`src/rtl/divider_pkg.sv`:
```
// Shared constants and FSM state type for the 8-bit restoring divider.
package divider_pkg;
   localparam int WIDTH = 8;
   localparam int CNT_W = 3;

   typedef enum logic [1:0] {
      IDLE,
      RUN,
      DONE
   } div_state_t;
endpackage

```
`src/rtl/divider_8_sub.sv`:
```
// 9-bit trial subtractor for one restoring-division step.
// Combinational, zero latency; no handshake.
// borrow is set when a < b, i.e. the trial subtraction must be undone.
module sub_8 (
   input  logic [8:0] a,
   input  logic [8:0] b,
   output logic [8:0] diff,
   output logic       borrow
);
   assign {borrow, diff} = {1'b0, a} - {1'b0, b};
endmodule

```
`src/rtl/divider_8.sv`:
```
// Multi-cycle restoring divider, one quotient bit per cycle; DIVIDER_8_SIGNED_EN adds signed mode.
// Latency 9 cycles start->done, one division per 10 cycles.
// No queueing: start is only sampled in IDLE, the pipeline stalls on busy.
module divider_8 #(
   parameter int WIDTH = divider_pkg::WIDTH
) (
   input  logic             clk,
   input  logic             rst_n,
   input  logic             start,
   input  logic [WIDTH-1:0] dividend,
   input  logic [WIDTH-1:0] divisor,
`ifdef DIVIDER_8_SIGNED_EN
   input  logic             is_signed,
`endif
   output logic             busy,
   output logic             done,
   output logic [WIDTH-1:0] quotient,
   output logic [WIDTH-1:0] remainder,
   output logic             div_zero
);
   import divider_pkg::*;

   div_state_t       state, state_nxt;
   logic             accept, last;
   logic [CNT_W-1:0] cnt;
   logic [WIDTH-1:0] qreg, dvs, q_nxt, op_a, op_b, q_out, r_out;
   logic [WIDTH:0]   rem, shifted, diff, rem_nxt;
   logic             borrow, dz;

   // The stored remainder never exceeds the divisor, so its top bit drops out of the shift.
   assign shifted = (WIDTH+1)'({rem, qreg[WIDTH-1]});

   sub_8 u_sub (
      .a      (shifted),
      .b      ({1'b0, dvs}),
      .diff   (diff),
      .borrow (borrow)
   );

   assign rem_nxt = borrow ? shifted : diff;
   assign q_nxt   = {qreg[WIDTH-2:0], ~borrow};
   assign last    = (cnt == CNT_W'(WIDTH-1));

`ifdef DIVIDER_8_SIGNED_EN
   logic neg_a, neg_b, neg_q, neg_r;
   assign neg_a = is_signed & dividend[WIDTH-1];
   assign neg_b = is_signed & divisor[WIDTH-1];
   assign op_a  = neg_a ? -dividend : dividend;
   assign op_b  = neg_b ? -divisor : divisor;
   assign q_out = neg_q ? -q_nxt : q_nxt;
   assign r_out = neg_r ? -rem_nxt[WIDTH-1:0] : rem_nxt[WIDTH-1:0];
`else
   assign op_a  = dividend;
   assign op_b  = divisor;
   assign q_out = q_nxt;
   assign r_out = rem_nxt[WIDTH-1:0];
`endif

   always_ff @(posedge clk or negedge rst_n) begin
      if (!rst_n) state <= IDLE;
      else        state <= state_nxt;
   end

   always_comb begin
      state_nxt = state;
      busy      = 1'b0;
      done      = 1'b0;
      accept    = 1'b0;
      case (state)
         IDLE: begin
            if (start) begin
               accept    = 1'b1;
               state_nxt = RUN;
            end
         end
         RUN: begin
            busy = 1'b1;
            if (last) state_nxt = DONE;
         end
         DONE: begin
            done      = 1'b1;
            state_nxt = IDLE;
         end
         default: state_nxt = IDLE;
      endcase
   end

   always_ff @(posedge clk or negedge rst_n) begin
      if (!rst_n) begin
         qreg      <= '0;
         rem       <= '0;
         dvs       <= '0;
         cnt       <= '0;
         dz        <= 1'b0;
         quotient  <= '0;
         remainder <= '0;
         div_zero  <= 1'b0;
`ifdef DIVIDER_8_SIGNED_EN
         neg_q     <= 1'b0;
         neg_r     <= 1'b0;
`endif
      end else if (accept) begin
         qreg <= op_a;
         rem  <= '0;
         dvs  <= op_b;
         cnt  <= '0;
         dz   <= (divisor == '0);
`ifdef DIVIDER_8_SIGNED_EN
         // Divide-by-zero keeps the raw all-ones quotient, so only the remainder follows the sign.
         neg_q <= (neg_a ^ neg_b) & (divisor != '0);
         neg_r <= neg_a;
`endif
      end else if (state == RUN) begin
         qreg <= q_nxt;
         rem  <= rem_nxt;
         cnt  <= cnt + 1'b1;
         if (last) begin
            quotient  <= q_out;
            remainder <= r_out;
            div_zero  <= dz;
         end
      end
   end
endmodule

```
`config.mk`:
```
export PLATFORM = sky130hd
export DESIGN_NAME = divider_8
export DESIGN_NICKNAME = d
export VERILOG_FILES = /design/src/rtl/divider_pkg.sv /design/src/rtl/divider_8_sub.sv /design/src/rtl/divider_8.sv
export SDC_FILE = /design/constraint.sdc
export NUM_CORES = 1
export LEC_CHECK = 0
export ABC_AREA = 0
export BUFFER_PORTS_ARGS = -buffer_cell sky130_fd_sc_hd__buf_4
export CAP_MARGIN = 20
export CORE_ASPECT_RATIO = 1.5
export CORE_UTILIZATION = 43
export DETAILED_ROUTE_END_ITERATION = 6
export GPL_TIMING_DRIVEN = 0
export HOLD_SLACK_MARGIN = 0.15
export PLACE_DENSITY = 0.69
export SYNTH_ARGS = -nofsm -noshare
export SYNTH_HDL_FRONTEND = slang
export SYNTH_SLANG_ARGS = --single-unit
```
`constraint.sdc`:
```
create_clock -name clk -period 2.3 [get_ports clk]
set_input_delay 0 -clock clk [delete_from_list [all_inputs] [get_ports clk]]
set_output_delay 0 -clock clk [all_outputs]
set_load 0.005 [all_outputs]
```
* Yosys cells after proc, flatten, opt, wreduce, memory -nomap -nowiden
Index checks and enable logic that the tools add are counted.
** Storage, ports and cells
- Logic and storage cells :: 37
- Input port bits :: 19
- Output and inout port bits :: 19
- Register bits after elaboration :: 47
** Cells by class
- Bitwise gates (word level) :: 2
- Reductions and logical operators :: 5
- Mux-type cells :: 14
- Eq/ne operators :: 5
- Add/subtract/negate cells :: 2
** Operator list (count)
- 8-bit two-way mux :: 5
- 9-bit by 8-bit subtractor with 10-bit output :: 1
- 8-bit logical NOT :: 1
- 3-bit two-way mux :: 2
- 1-bit two-way mux :: 4
- 2-bit two-way mux :: 2
- 2-bit inequality test (second input constant) :: 2
- 2-bit one-hot mux with 2 select lines :: 1
- 3-bit by 1-bit adder with 3-bit output (second input constant) :: 1
- 3-bit equality test (second input constant) :: 1
- 3-bit AND reduction :: 1
- 2-bit by 1-bit equality test with 1-bit output (second input constant) :: 1
- 2-bit equality test (second input constant) :: 1
- 2-bit logical NOT :: 1
- 1-bit NOT :: 2
- 2-bit AND reduction :: 1
- 2-bit nonzero test :: 1

* Depth between registers and ports, before layout
- Depth after elaboration :: 4
- Gate-level depth with buffers :: 9
- Depth with buffers taken out :: 9

* Cells and area by module
Synthesis repeated with hierarchy kept, for this count alone.
** Unflattened totals
- Cells, all modules :: 213
- Area, all modules :: 2316.0 um2
** By module, submodules not included
- divider_8 :: sequential area each 1176.1 um2, cells each 163, instances 1, area an instance 1946.9 um2
- sub_8 :: sequential area each 0.0 um2, cells each 50, instances 1, area an instance 369.1 um2

* Worst setup path before layout
Ideal clock, no wire load.
- Kind :: register to register
- Start point :: register rem[4]
- End point :: register remainder[3]
- Path slack :: 0.338 ns
- Setup time :: 0.128 ns
- Arrival :: 1.835 ns
- Path buffers :: 2
- Clock period less this slack :: 1.962 ns
- Cell stages (with the launch flop) :: 9
- Required time :: 2.172 ns
- Cell sequence :: dfrtp_1 -> ha_1 -> buf_4 -> nand4_1 -> a2111oi_4 -> or2_1 -> buf_4 -> mux2i_1 -> o21ai_1
** On the way
- Cells in the longest elaborated chain, start to end :: 2
** RTL lines
- from (decl) :: RTL line divider_8.sv:27 : logic [WIDTH:0] rem, shifted, diff, rem_nxt;
- from (signal assigned) :: RTL line divider_8.sv:115 : rem <= rem_nxt;
- 9-bit by 8-bit subtractor with 10-bit output :: RTL line divider_8_sub.sv:10 : assign {borrow, diff} = {1'b0, a} - {1'b0, b};
- 8-bit two-way mux :: RTL line divider_8.sv:40 : assign rem_nxt = borrow ? shifted : diff;
- to (signal assigned) :: RTL line divider_8.sv:119 : remainder <= r_out;
- to (decl) :: RTL line divider_8.sv:18 : output logic [WIDTH-1:0] remainder,
No other way between the ends.
A chain may end at the register's enable or synchronous reset.

* Worst setup path after layout
- Start point :: register rem[4]
- End point :: register rem[6]
** On the way
- Cells in the longest elaborated chain, start to end :: 4
** RTL lines
- 9-bit by 8-bit subtractor with 10-bit output :: RTL line divider_8_sub.sv:10
- 8-bit two-way mux :: RTL line divider_8.sv:40
- 8-bit two-way mux :: RTL line divider_8.sv:113 : end else if (state == RUN) begin
- 8-bit two-way mux :: RTL line divider_8.sv:102 : end else if (accept) begin
No other way between the ends. The select of a mux whose other input is x is not followed.

==> metrics.md <==
| Metric | Value |
|---|---|
| Final std cells w/o fill | `~380` |
| DRC viols | `0` |
| Maximum VDD drop | `0.765 mV` |
| Predominant post-synthesis flop cell | `dfrtp_1` |
| Final WS setup | `around 0.11 ns` |
| CTS Sinks | `47` |
| Setup_tns | `0 ns` |
| Initial Utilization | `0.455` |
| Async set-or-reset flop fraction in the synthesized netlist | `1.00` |
| DR vias | `2,037` |
| WL met3 | `142 um` |
| Routed met2 length | `3.35 mm` |
| Die footprint | `5850 sq um` |
| Synth Register Bits | `47` |
| Rows | `32` |
| Critical path arrival | `2.36 ns` |
| Syn Area/Cell | `9.94 sq um` |
| PwrDens | `1650 nW/um^2` |
| Register-to-Register Path Depth | `8` |
| Final worst-path cycle share | `0.952` |
| Number of global-route vias before repair | `2,047` |
| Htree depth | `2` |
| Cell count after synthesis | `240` |
| Status | `complete, no violations` |
| Most frequent cells in the layout | `dfrtp_1, buf_4, o21ai_0` |
| NumNets Final | `approximately 340` |
| WHS Path Cells | `4` |
| Die Height | `93.2 um` |
| DR top layer | `met4` |
| Max-cap viol count | `0` |
| WL/cell | `15.8 um` |
| Comb pwr share | `0.602` |
| HP Class | `input pin to flop` |
| Global-route wire length before repair | `9.73 mm` |
| First-iteration detailed-routing DRC count | `102` |
| Post-synthesis cell type count | `41` |
| Fill cells | `433` |
| Switching power | `around 2.2 mW` |
| Clock Pin Slew Worst Setup and Hold Paths | `0.08 ns` |
| Internal power | `3.08 mW` |
| Clk Latency, worst-skew pair | `0.29 ns` |
| DRT antenna net count | `0` |
| Mapped Area | `2380 sq um` |
| Syn nets | `270` |
| Routed vias/inst | `5.37` |
| I/O pins | `38` |
| Sequential-to-total area share from yosys stat | `0.493` |
| Ant. Diodes | `0` |
| Grt ovf | `0` |
| Leakage | `1.42 nW` |
| Clock Power Share | `0.110` |
| Area Growth Syn to Fin | `34.7%` |
| Maximum fanout along the worst path | `8` |
| Inserted Clock Buffers | `5` |
| Root Driver | `clkbuf_8` |
| Required @ worst endpoint | `~2.5 ns` |
| DRT Wirelength | `6.00 mm` |
| Skew final | `0.00467 ns` |
| Post-synth EDFFs | `0` |
| IO Port Bufs | `37` |
| Final setup violation count | `0` |
| Final hold vios | `0` |
| Largest net degree at the start of global routing | `48` |
| CP endpoint kind | `flop` |
| Sw Share | `0.418` |
| Final min period | `2.19 ns` |
| Initial antenna violation count | `0` |
| Pre-CTS setup slack | `-0.0391 ns` |
| CTS tree | `yes` |
| Flop pwr share | `0.288` |
| Final Max Tran Viols | `0` |
| Proportion of layout cells with a drive suffix above 1 | `0.248` |
| Max frequency | `457 MHz` |
| Hold_ws | `0.221 ns` |
| Startpoint Class | `flop` |
| Gr usage total | `0.216` |
| Die X | `62.8 um` |
| Clock Tree Buf Depth | `2` |
| CP Class | `flop to flop` |
| Detail Placement HPWL | `around 4 mm` |
| Synth warnings | `0` |
| Wire length on met1 | `2.34 mm` |
| Core region area | `between 5000 and 6000 sq um` |
| Worst rel slew slack | `0.605` |
| RD Place Congestion | `just under 0.9` |
| Drt pass-1 iters | `4` |
| Most common cell after layout, fill and taps aside | `dfrtp_1` |
| Worst slew pin tran | `0.592 ns` |
| Placed instance count | `345` |
==> sequential cells by signal, summed over array words and instances, names as in the netlist <==
name / cells
div_zero: 1
cnt: 3
rem: 8
qreg: 8
dvs: 8
dz: 1
quotient: 8
state: 2
remainder: 8
==> repair_timing <==
item | in CTS | in global routing
gates resized for setup | 2 | 16
hold buffers | 23 | 0
setup endpoints to repair | 4 | 15
hold endpoints to repair | 64 | 0
buffers inserted | 0 | 4
pin swaps | 0 | 3
==> Yosys cell counts (all sizes together) (3+ instances only) <==
| cell type | n | area share |
|---|---|---|
| a21oi | 12 | 0.030 |
| a211oi | 3 | 0.0094 |
| a31oi | 3 | 0.0079 |
| o21ai | 40 | 0.084 |
| nor3b | 3 | 0.0094 |
| a22oi | 6 | 0.019 |
| nand2 | 32 | 0.050 |
| mux2 | 8 | 0.038 |
| ha | 10 | 0.052 |
| dfrtp | 47 | 0.49 |
| inv | 15 | 0.024 |
| clkbuf | 6 | 0.010 |
| nor2b | 9 | 0.024 |
| mux2i | 4 | 0.017 |
| buf | 6 | 0.017 |
| nor2 | 8 | 0.013 |
==> logic make-up after synthesis <==
group                    share of synthesized area
XOR/XNOR                                    0.0147
buffers and inverters                       0.0509
AND/OR/NAND/NOR                              0.130
flip-flops                                   0.493
AO/OA/AOI/OAI                                0.196
adder cells (fa/ha/maj)                     0.0609
multiplexers                                0.0546
==> per-stage QoR <==
step	instance area (sq um)	utilization	power, mW
3_5_place_dp	2750	0.524	4.13
6_report	3210	0.613	5.30
2_1_floorplan	2380	-	3.28
5_1_grt	3210	0.613	5.71
3_3_place_gp	2750	0.524	4.06
4_1_cts	3090	0.589	4.81
==> per-layer routing <==
layer / vias up / global-route usage
li1: 975 / -
met4: 0 / 0.0872
met2: 44 / 0.416
met1: 1007 / 0.233
met5: - / 0
met3: 11 / 0.0317
==> critical path, stage by stage (launching register included) <==
cell and delay (ns):
dfrtp_2 0.47, ha_4 0.28, buf_6 0.11, nand4_1 0.15
a2111oi_4 0.35, or2_1 0.18, buf_6 0.16, mux2i_4 0.27
o21ai_1 0.08
==> power by group through the flow <==
stage / logic, mW / registers, mW / clock network (mW)
floorplan: 1.83 / 1.45 / 0
global route: 3.51 / 1.57 / 0.628
global placement: 2.55 / 1.51 / 0
CTS: 2.72 / 1.50 / 0.594
finish: 3.19 / 1.53 / 0.584
detailed placement: 2.61 / 1.51 / 0
==> final timing paths <==
| kind | from | end | slack (ns) |
|---|---|---|---|
| max in group asynchronous | rst_n | rem[4] | 1.62 |
| setup / recovery | rem[4] | rem[6] | 0.11 |
| hold reg to reg | remainder[1] | remainder[1] | 0.49 |
| hold / removal | start | qreg[7] | 0.22 |
| setup reg to reg | rem[4] | rem[6] | 0.11 |
| min in group asynchronous | rst_n | quotient[4] | 0.25 |
==> layout make-up <==
cell class              count  area [sq um]  share of cell area
clock buffers               6          72.6              0.0226
multi-input cells         166          1180               0.367
plain buffers              12          72.6              0.0226
clock inverters             1          30.0             0.00935
flip-flops and latches     47          1180               0.367
inverters                  15          56.3              0.0175
well taps                  68          85.1              0.0265
repair buffers             64           538               0.167
Power figures use the tool's default switching activity.
